## src/rtl/wb_uart_rx.sv

```systemverilog
// rtl/wb_uart_rx.sv - Wishbone-slave 8N1 UART receiver with receive FIFO
//
// wb_uart_rx_fifo: circular byte buffer behind the receiver.
//   push_i/wdata_i  write one entry (caller guarantees room or a same-cycle pop)
//   pop_i           drop the head entry (caller guarantees not empty)
//   rdata_o         head entry, combinational
//   empty_o/full_o  occupancy flags; count_o entries held
//
// wb_uart_rx: deserialises 8N1 frames from uart_rx_i and exposes them over Wishbone.
//   clk_i, rst_ni            clock, asynchronous active-low reset
//   wb_addr_i[3:2]           register select: 0 RXDATA, 1 STATUS, 2 DIVISOR, 3 CTRL
//   wb_data_i, wb_sel_i      write data and byte selects
//   wb_we_i, wb_cyc_i, wb_stb_i  bus cycle qualifiers
//   wb_ack_o, wb_data_o      registered single-cycle ack and read data
//   uart_rx_i                asynchronous serial input, idle high
//   rx_irq_o                 IRQEN and FIFO not empty, registered

module wb_uart_rx_fifo #(
    parameter int DEPTH = 4,
    parameter int WIDTH = 8
) (
    input  logic                     clk_i,
    input  logic                     rst_ni,
    input  logic                     push_i,
    input  logic [WIDTH-1:0]         wdata_i,
    input  logic                     pop_i,
    output logic [WIDTH-1:0]         rdata_o,
    output logic                     empty_o,
    output logic                     full_o,
    output logic [$clog2(DEPTH):0]   count_o
);
    localparam int AW = $clog2(DEPTH);
    localparam logic [AW:0] PTR_ONE = 1;

    logic [WIDTH-1:0] mem [DEPTH];
    logic [AW:0]      wr_ptr;
    logic [AW:0]      rd_ptr;

    always_ff @(posedge clk_i) begin
        if (push_i) begin
            mem[wr_ptr[AW-1:0]] <= wdata_i;
        end
    end

    // Pointers carry one extra bit so full and empty differ only in the MSB.
    always_ff @(posedge clk_i or negedge rst_ni) begin
        if (!rst_ni) begin
            wr_ptr <= '0;
            rd_ptr <= '0;
        end else begin
            if (push_i) begin
                wr_ptr <= wr_ptr + PTR_ONE;
            end
            if (pop_i) begin
                rd_ptr <= rd_ptr + PTR_ONE;
            end
        end
    end

    assign rdata_o = mem[rd_ptr[AW-1:0]];
    assign empty_o = (wr_ptr == rd_ptr);
    assign full_o  = (wr_ptr[AW] != rd_ptr[AW]) && (wr_ptr[AW-1:0] == rd_ptr[AW-1:0]);
    assign count_o = wr_ptr - rd_ptr;
endmodule

module wb_uart_rx #(
    parameter int WB_DATA_WIDTH   = 32,
    parameter int WB_ADDR_WIDTH   = 32,
    parameter int FIFO_DEPTH      = 4,
    parameter int DEFAULT_DIVISOR = 16
) (
    input  logic                     clk_i,
    input  logic                     rst_ni,
    input  logic [WB_ADDR_WIDTH-1:0] wb_addr_i,
    input  logic [WB_DATA_WIDTH-1:0] wb_data_i,
    input  logic [3:0]               wb_sel_i,
    input  logic                     wb_we_i,
    input  logic                     wb_cyc_i,
    input  logic                     wb_stb_i,
    output logic                     wb_ack_o,
    output logic [WB_DATA_WIDTH-1:0] wb_data_o,
    input  logic                     uart_rx_i,
    output logic                     rx_irq_o
);
    localparam int AW = $clog2(FIFO_DEPTH);

    typedef enum logic [2:0] {
        S_IDLE,
        S_START,
        S_DATA,
        S_STOP,
        S_BREAK
    } rx_state_t;

    // Input synchroniser; resets to the idle-high level so reset never fakes a start bit.
    logic rx_meta;
    logic rx_s;

    always_ff @(posedge clk_i or negedge rst_ni) begin
        if (!rst_ni) begin
            rx_meta <= 1'b1;
            rx_s    <= 1'b1;
        end else begin
            rx_meta <= uart_rx_i;
            rx_s    <= rx_meta;
        end
    end

    // Registers
    logic [15:0] divisor_q;
    logic        irqen_q;
    logic        overrun_q;
    logic        frameerr_q;
    logic        irq_q;

    // FIFO
    logic        fifo_push;
    logic        fifo_pop;
    logic [7:0]  fifo_head;
    logic        fifo_empty;
    logic        fifo_full;
    logic [AW:0] fifo_count;
    logic [3:0]  cnt_field;

    // Receiver
    rx_state_t   state_q, state_d;
    logic [15:0] cnt_q, cnt_d;
    logic [2:0]  idx_q, idx_d;
    logic [7:0]  shift_q, shift_d;
    logic [15:0] div_l_q, div_l_d;
    logic        push_req;
    logic        fe_set;
    logic        ovr_set;

    // Bus decode: a request is only taken while the previous ack is low, which
    // makes a held strobe ack every other cycle and keeps side effects to one.
    logic        bus_req;
    logic [1:0]  reg_sel;
    logic        rd_req;
    logic        wr_req;
    logic [WB_DATA_WIDTH-1:0] rd_mux;
    logic [15:0] div_merged;
    logic [15:0] div_new;
    logic        clr_ovr;
    logic        clr_fe;

    assign bus_req = wb_cyc_i & wb_stb_i & ~wb_ack_o;
    assign reg_sel = wb_addr_i[3:2];
    assign rd_req  = bus_req & ~wb_we_i;
    assign wr_req  = bus_req & wb_we_i;

    always_comb begin
        state_d  = state_q;
        cnt_d    = cnt_q;
        idx_d    = idx_q;
        shift_d  = shift_q;
        div_l_d  = div_l_q;
        push_req = 1'b0;
        fe_set   = 1'b0;
        unique case (state_q)
            S_IDLE: begin
                if (!rx_s) begin
                    div_l_d = divisor_q;
                    cnt_d   = divisor_q >> 1;
                    state_d = S_START;
                end
            end
            S_START: begin
                if (cnt_q == 16'd0) begin
                    if (!rx_s) begin
                        // Reload with div_l-1: expiry at zero costs one extra cycle,
                        // so this spaces samples exactly div_l clocks apart.
                        cnt_d   = div_l_q - 16'd1;
                        idx_d   = 3'd0;
                        state_d = S_DATA;
                    end else begin
                        state_d = S_IDLE;
                    end
                end else begin
                    cnt_d = cnt_q - 16'd1;
                end
            end
            S_DATA: begin
                if (cnt_q == 16'd0) begin
                    shift_d[idx_q] = rx_s;
                    cnt_d          = div_l_q - 16'd1;
                    if (idx_q == 3'd7) begin
                        state_d = S_STOP;
                    end else begin
                        idx_d = idx_q + 3'd1;
                    end
                end else begin
                    cnt_d = cnt_q - 16'd1;
                end
            end
            S_STOP: begin
                if (cnt_q == 16'd0) begin
                    if (rx_s) begin
                        push_req = 1'b1;
                        state_d  = S_IDLE;
                    end else begin
                        fe_set  = 1'b1;
                        state_d = S_BREAK;
                    end
                end else begin
                    cnt_d = cnt_q - 16'd1;
                end
            end
            S_BREAK: begin
                if (rx_s) begin
                    state_d = S_IDLE;
                end
            end
            default: state_d = S_IDLE;
        endcase
    end

    always_ff @(posedge clk_i or negedge rst_ni) begin
        if (!rst_ni) begin
            state_q <= S_IDLE;
            cnt_q   <= '0;
            idx_q   <= '0;
            shift_q <= '0;
            div_l_q <= 16'(DEFAULT_DIVISOR);
        end else begin
            state_q <= state_d;
            cnt_q   <= cnt_d;
            idx_q   <= idx_d;
            shift_q <= shift_d;
            div_l_q <= div_l_d;
        end
    end

    // A pop on the same edge frees the slot, so a push into a full FIFO still lands.
    assign fifo_pop  = rd_req & (reg_sel == 2'd0) & ~fifo_empty;
    assign fifo_push = push_req & (~fifo_full | fifo_pop);
    assign ovr_set   = push_req & fifo_full & ~fifo_pop;

    wb_uart_rx_fifo #(
        .DEPTH (FIFO_DEPTH),
        .WIDTH (8)
    ) u_fifo (
        .clk_i   (clk_i),
        .rst_ni  (rst_ni),
        .push_i  (fifo_push),
        .wdata_i (shift_q),
        .pop_i   (fifo_pop),
        .rdata_o (fifo_head),
        .empty_o (fifo_empty),
        .full_o  (fifo_full),
        .count_o (fifo_count)
    );

    assign cnt_field = (int'(fifo_count) > 15) ? 4'hf : 4'(fifo_count);

    always_comb begin
        rd_mux = '0;
        unique case (reg_sel)
            2'd0: rd_mux = {24'd0, (fifo_empty ? 8'd0 : fifo_head)};
            2'd1: rd_mux = {24'd0, cnt_field, frameerr_q, overrun_q, fifo_full, ~fifo_empty};
            2'd2: rd_mux = {16'd0, divisor_q};
            2'd3: rd_mux = {31'd0, irqen_q};
            default: rd_mux = '0;
        endcase
    end

    assign div_merged = {(wb_sel_i[1] ? wb_data_i[15:8] : divisor_q[15:8]),
                         (wb_sel_i[0] ? wb_data_i[7:0]  : divisor_q[7:0])};
    assign div_new    = (div_merged < 16'd2) ? 16'd2 : div_merged;
    assign clr_ovr    = wr_req & (reg_sel == 2'd1) & wb_sel_i[0] & wb_data_i[2];
    assign clr_fe     = wr_req & (reg_sel == 2'd1) & wb_sel_i[0] & wb_data_i[3];

    always_ff @(posedge clk_i or negedge rst_ni) begin
        if (!rst_ni) begin
            wb_ack_o   <= 1'b0;
            wb_data_o  <= '0;
            divisor_q  <= 16'(DEFAULT_DIVISOR);
            irqen_q    <= 1'b0;
            overrun_q  <= 1'b0;
            frameerr_q <= 1'b0;
            irq_q      <= 1'b0;
        end else begin
            wb_ack_o  <= bus_req;
            wb_data_o <= rd_req ? rd_mux : '0;
            if (wr_req && reg_sel == 2'd2) begin
                divisor_q <= div_new;
            end
            if (wr_req && reg_sel == 2'd3 && wb_sel_i[0]) begin
                irqen_q <= wb_data_i[0];
            end
            // A hardware set on the same cycle as a software clear wins.
            overrun_q  <= ovr_set | (overrun_q & ~clr_ovr);
            frameerr_q <= fe_set | (frameerr_q & ~clr_fe);
            irq_q      <= irqen_q & ~fifo_empty;
        end
    end

    assign rx_irq_o = irq_q;

    logic unused_bus_bits;
    assign unused_bus_bits = ^{wb_addr_i, wb_data_i, wb_sel_i};
endmodule

```

## config.mk

```make
export PLATFORM = sky130hd
export DESIGN_NAME = wb_uart_rx
export DESIGN_NICKNAME = d
export VERILOG_FILES = /design/src/rtl/wb_uart_rx.sv
export SDC_FILE = /design/constraint.sdc
export NUM_CORES = 1
export LEC_CHECK = 0
export BUFFER_PORTS_ARGS = -buffer_cell sky130_fd_sc_hd__buf_2
export CAP_MARGIN = 0
export CORE_MARGIN = 5
export CORE_UTILIZATION = 46
export CTS_CLUSTER_DIAMETER = 150
export DETAILED_ROUTE_END_ITERATION = 7
export PLACE_DENSITY_LB_ADDON = 0.12
export SLEW_MARGIN = 20
export SYNTH_ARGS = -nofsm -noshare
export SYNTH_HDL_FRONTEND = slang
export SYNTH_SLANG_ARGS = --single-unit
export TNS_END_PERCENT = 5
```

## constraint.sdc

```tcl
create_clock -name clk_i -period 2.63 [get_ports clk_i]
set_input_delay 0.6575 -clock clk_i [delete_from_list [all_inputs] [get_ports clk_i]]
set_output_delay 0.6575 -clock clk_i [all_outputs]
set_load 0.02 [all_outputs]
```

==> results_dict.tcl, run 1 <==
set metrics [dict create \
    status "finished clean" \
    wirelength_um 13600 \
    netlist_area_sq_um 6190 \
    initial_utilization_pct 46.9 \
    path_class "flip-flop to flip-flop" \
    slew_viol_final 0 \
    vias_per_cell 5.42 \
    cts_tree "yes" \
    tightestPinTransition_ns 0.903 \
    hpwl_um 10000 \
    overflow 0 \
    drive_above_1_share_pct 24.1 \
    endpoint "u_fifo.mem[3][1]" \
    grt_antenna_before_repair 0 \
    hold_violations 0 \
    track_usage_pct 18.4 \
    clockBufferDepth 2 \
    irDropWorstVdd_v 0.000612 \
    post-route-period-util_pct 93.3 \
    rsz0062_at_grt "no" \
    ys_ff_latch 123 \
    cts_resized 0 \
    synth_area_leader_cell "dfrtp_1" \
    postCtsSetupBuffers 0 \
    r2r_cells 5 \
    num_rows 42 \
    cp-start-kind "flip-flop" \
    nNetsFinal 688 \
    cellLeakagePower_uw 0.00305 \
    p_int_uw 5030 \
    required_ns 2.68 \
    cp_max_fo 9 \
    synth_top_flop_cell "dfrtp_1" \
    port-buffer-count 43 \
    yosysTopAreaCellShare_pct 35.2 \
    cts_sinks 123 \
    hold_path.class "input port to asynchronous set/reset pin" \
    coreArea_sq_um 13200 \
    final_common_cell "dfrtp_1" \
    postRouteAntennaNets 0 \
    p_seq_share_pct 35.2 \
    synth_cell_type_count 69 \
    htree_levels 4 \
    vias 4284 \
    yosys_warnings 0 \
    final_cell_mix "dfrtp_1 (87), nand2_1 (55), buf_2 (42)" \
    p_per_area_nw_per_um2 1080 \
    yosys-top-cells-area "dfrtp_1 (35%), edfxtp_1 (16%), mux2_2 (5.6%), nand2_1 (3.3%), mux4_2 (2.9%)" \
    swShare_pct 35.5 \
    pin_count 108 \
    endpoint_kind "flip-flop" \
    yosysSeqAreaShare_pct 52.4 \
    timing.fmax_mhz 408 \
    clkLatencyLatePin_ns 0.42 \
    netlist_instances 545 \
    die_x_um 126 \
    area_delta_synth_final_pct 16.6 \
    routedWlPerCell_um 17.2 \
    dp_slack_ns 0.132 \
    reg2reg_to "u_fifo.mem[3][1]" \
    drtIter0Drc 303 \
    crit_arrival_ns 2.51 \
    synthArstFlopShare_pct 74.0 \
    gp_congestion 0.869 \
    drtPass1Iterations 4 \
    post-route-drc-count 0 \
    power.switching_uw 2770 \
    power.share.clock_pct 30.8 \
    clkTransAtPathRegs_ns 0.05 \
    drv_cap 0 \
    grt_pass1_wl_um 22900 \
    fin_crit_ns 2.45 \
    setup_ws_ns 0.177 \
    rrSetupSlack_ns 0.18 \
    clockRootBuffer "clkbuf_16" \
    grt_max_degree 39 \
    grt_pass1_vias 4406 \
    postLayoutCoreUtil_pct 54.7 \
    r2r_start "cnt_q[11]" \
    relSlewSlack_pct 39.8 \
    syn_area_per_cell_sq_um 11.4 \
    hold_buffers 0 \
    skew_ns 0.00833 \
    fillers 1148 \
    dieArea_sq_um 15900 \
    cts_buffers 17 \
    antenna_cells 0 \
    synth_enable_flop_cells 32 \
    cp-startpoint "cnt_q[11]" \
    fin_tns_setup_ns 0 \
    fp.dieH_um 126 \
    p_comb_share_pct 34.1 \
    finalSetupViolCount 0 \
]
worst min-delay path by stage:
| stage | to | slack (ns) | cells after the start |
|---|---|---|---|
| finish | divisor_q[12] | 0.21 | 1 |
| global route | divisor_q[12] | 0.23 | 1 |
| CTS | wb_data_o[9] | 0.21 | 1 |
| detailed placement | rx_s | 0.35 | 0 |
| global placement | rx_s | 0.35 | 0 |
| floorplan | rx_s | 0.35 | 0 |
flip-flops by register name, indices dropped and copies added (netlist names):
name,cells
cnt_q,16
div_l_q,16
divisor_q,16
frameerr_q,1
idx_q,3
irqen_q,1
overrun_q,1
rx_irq_o,1
rx_meta,1
rx_s,1
shift_q,8
state_q,3
u_fifo.mem,32
u_fifo.rd_ptr,3
u_fifo.wr_ptr,3
wb_ack_o,1
wb_data_o,16
layer usage:
layer / global-route usage [%] / vias to the layer above / share of wire, %
met2: 30.4 / 86 / 52
li1: - / 2073 / -
met1: 23.3 / 2119 / 43
met3: 5.46 / 6 / 4.5
met5: 0 / - / 0
met4: 6.50 / 0 / 0.70
Yosys cell counts (all sizes together), types with 10 or more instances:
master / count
clkbuf: 13
nand2: 56
and2: 18
o21ai: 41
edfxtp: 32
inv: 10
ha: 12
nor4: 11
dfrtp: 87
nor3: 25
nand3: 10
nor2: 36
xor2: 11
a21oi: 14
xnor2: 10
mux2: 38
buf: 25
per-stage QoR:
step	hold slack, ns	total power (uW)	instances	area [sq um]
final	0.208	7810	790	7220
after global routing	0.234	8350	790	7220
after CTS	0.214	7880	790	7220
after detailed placement	0.347	5440	758	6610
after global placement	0.346	5370	758	6610
after floorplan	0.345	4740	560	6240
cells by family (layout without fill, tap and decap cells):
group                    after synthesis  count (layout)  share of synthesized area [%]
flip-flops                           123             123                           52.4
buffers and inverters                 48             102                           4.19
AND/OR/NAND/NOR                      193             193                           17.2
other                                  1              16                         0.0606
AO/OA/AOI/OAI                         98              98                           10.2
XOR/XNOR                              21              21                           2.97
multiplexers                          48              48                           10.2
adder cells (fa/ha/maj)               13              13                           2.75
power groups by stage:
stage | Clock (uW) | Combinational (uW) | Sequential (uW)
2_1_floorplan | 0 | 2100 | 2630
6_report | 2400 | 2660 | 2740
5_1_grt | 2540 | 3000 | 2810
3_3_place_gp | 0 | 2610 | 2770
3_5_place_dp | 0 | 2660 | 2780
4_1_cts | 2450 | 2680 | 2750
worst max-delay path, stage by stage (launching register included):
cell,delay (ns)
dfrtp_1,0.42
nor4_1,0.51
and4_1,0.34
nand3_2,0.15
nor2_4,0.20
and2_1,0.47
layout make-up:
class | count | area, sq um | share of cell area, %
Sequential cell | 123 | 3240 | 44.9
Clock buffer | 18 | 429 | 5.95
Clock inverter | 14 | 178 | 2.46
Tap cell | 176 | 220 | 3.05
Inverter | 10 | 37.5 | 0.520
Multi-Input combinational cell | 389 | 2750 | 38.1
Timing Repair Buffer | 60 | 358 | 4.96
(Power assumes the default switching activity.)
==> run 2: changes to the inputs <==
--- a/config.mk
+++ b/config.mk
@@ -12,6 +12,7 @@
 export CTS_CLUSTER_DIAMETER = 150
 export DETAILED_ROUTE_END_ITERATION = 7
 export PLACE_DENSITY_LB_ADDON = 0.12
+export RECOVER_POWER = 25
 export SLEW_MARGIN = 20
 export SYNTH_ARGS = -nofsm -noshare
 export SYNTH_HDL_FRONTEND = slang
==> run 2 against run 1 <==
Compared with the run above:
- the flow now finishes with violations (capacitance limit, slew limit)
- clock skew down 0.00097 ns
- total power about the same
- sequential share of layout area about the same
- design area about the same
- global-route usage unchanged
- first-iteration DRC count down 8.3%
- sequential power about the same
- final cell count unchanged
- hold slack better by 0.13 ns
- setup slack worse by 0.0076 ns
- critical endpoint unchanged
- largest power group unchanged
==> results_dict.tcl, run 2 (synthesis results as in run 1) <==
set metrics [dict create \
    status "finished, violations left" \
    violations "capacitance limit, slew limit" \
    crit_arrival_ns 2.51 \
    hold_path.class "input port to flip-flop" \
    cts_tree "yes" \
    clkLatencyLatePin_ns 0.42 \
    cellLeakagePower_uw 0.00305 \
    clkTransAtPathRegs_ns 0.06 \
    required_ns 2.68 \
    post-route-period-util_pct 93.6 \
    skew_ns 0.00736 \
    vias 4298 \
    cts_buffers 17 \
    hold_violations 0 \
    clockRootBuffer "clkbuf_16" \
    fin_crit_ns 2.46 \
    fin_tns_setup_ns 0 \
    area_delta_synth_final_pct 16.6 \
    cts_sinks 123 \
    routed-wl-met3_um 660 \
    port-buffer-count 43 \
    multi_input_area_sq_um 2750 \
    path_class "flip-flop to flip-flop" \
    final_cell_mix "dfrtp_1 (87), nand2_1 (55), buf_2 (42)" \
    postRouteAntennaNets 0 \
    nNetsFinal 688 \
    fp.dieH_um 126 \
    cts_resized 0 \
    dp_slack_ns 0.132 \
    hpwl_um 10000 \
    relSlewSlack_pct -41.7 \
    grt_pass1_wl_um 22900 \
    dieArea_sq_um 15900 \
    antenna_cells 0 \
    finalSetupViolCount 0 \
    fillers 1150 \
    gp_congestion 0.869 \
    cp-start-kind "flip-flop" \
    drtPass1Iterations 5 \
    routedWlPerCell_um 17.3 \
    die_x_um 126 \
    power.total_uw 7810 \
    coreArea_sq_um 13200 \
    cp_max_fo 9 \
    initial_utilization_pct 46.9 \
    endpoint_kind "flip-flop" \
    slew_viol_final 38 \
    wirelength_um 13700 \
    drt-met1-wl_um 5910 \
    pin_count 108 \
    htree_levels 4 \
    drtIter0Drc 278 \
    overflow 0 \
    clockBufferDepth 2 \
    largest_reg_flops 32 \
    postLayoutCoreUtil_pct 54.7 \
    grt_max_degree 39 \
    drive_above_1_share_pct 23.9 \
    seq_area_sq_um 3240 \
    fin_hold_ws_ns 0.336 \
    irDropWorstVdd_v 0.000613 \
    timing.fmax_mhz 406 \
    drv_cap 1 \
    tightestPinTransition_ns 2.12 \
    rsz0062_at_grt "no" \
    met2_wirelength_um 6880 \
    postCtsSetupBuffers 0 \
    p_per_area_nw_per_um2 1080 \
    num_rows 42 \
    hold_buffers 0 \
    post-route-drc-count 0 \
    vias_per_cell 5.44 \
    highest_layer "met4" \
    final_common_cell "dfrtp_1" \
    grt_pass1_vias 4406 \
    setup_ws_ns 0.169 \
    track_usage_pct 18.4 \
    grt_antenna_before_repair 0 \
]
==> run 2: power by group <==
part | internal [uW] | total (uW) | switching (uW)
combinational | 1150 | 2660 | 1510
clock | 1570 | 2400 | 836
sequential | 2320 | 2740 | 428
total | 5030 | 7810 | 2780
==> run 2: worst max-delay path, cell delays in order, from the launching register on <==
cell,delay (ns)
dfrtp_1,0.43
nor4_1,0.51
and4_1,0.34
nand3_2,0.15
nor2_4,0.20
and2_1,0.47
==> run 2: path summary, 6_finish.rpt <==
path	depth (start not counted)	start	endpoint	slack (ns)
setup / recovery	5	cnt_q[10]	u_fifo.mem[3][1]	0.17
hold / removal	1	uart_rx_i	rx_meta	0.34
setup reg to reg	5	cnt_q[10]	u_fifo.mem[3][1]	0.17
hold reg to reg	0	rx_meta	rx_s	0.35
max in group asynchronous	2	rst_ni	cnt_q[10]	0.56
min in group asynchronous	1	rst_ni	divisor_q[12]	0.85
==> run 2: stage by stage <==
| step | cells | area, sq um |
|---|---|---|
| 2_1_floorplan | 560 | 6240 |
| 3_3_place_gp | 758 | 6610 |
| 3_5_place_dp | 758 | 6610 |
| 4_1_cts | 790 | 7220 |
| 5_1_grt | 790 | 7210 |
| 6_report | 790 | 7210 |
==> run 2: area by class of cell <==
class	instances	area share (%)
Sequential cell	123	45.0
Multi-Input combinational cell	389	38.1
Inverter	10	0.520
Tap cell	176	3.05
Clock buffer	18	5.95
Clock inverter	14	2.46
Timing Repair Buffer	60	4.91
==> run 2: layer usage <==
| metal | vias to the layer above | GRT usage, % |
|---|---|---|
| li1 | 2073 | - |
| met1 | 2109 | 23.3 |
| met2 | 98 | 30.4 |
| met3 | 18 | 5.46 |
| met4 | 0 | 6.50 |
| met5 | - | 0 |
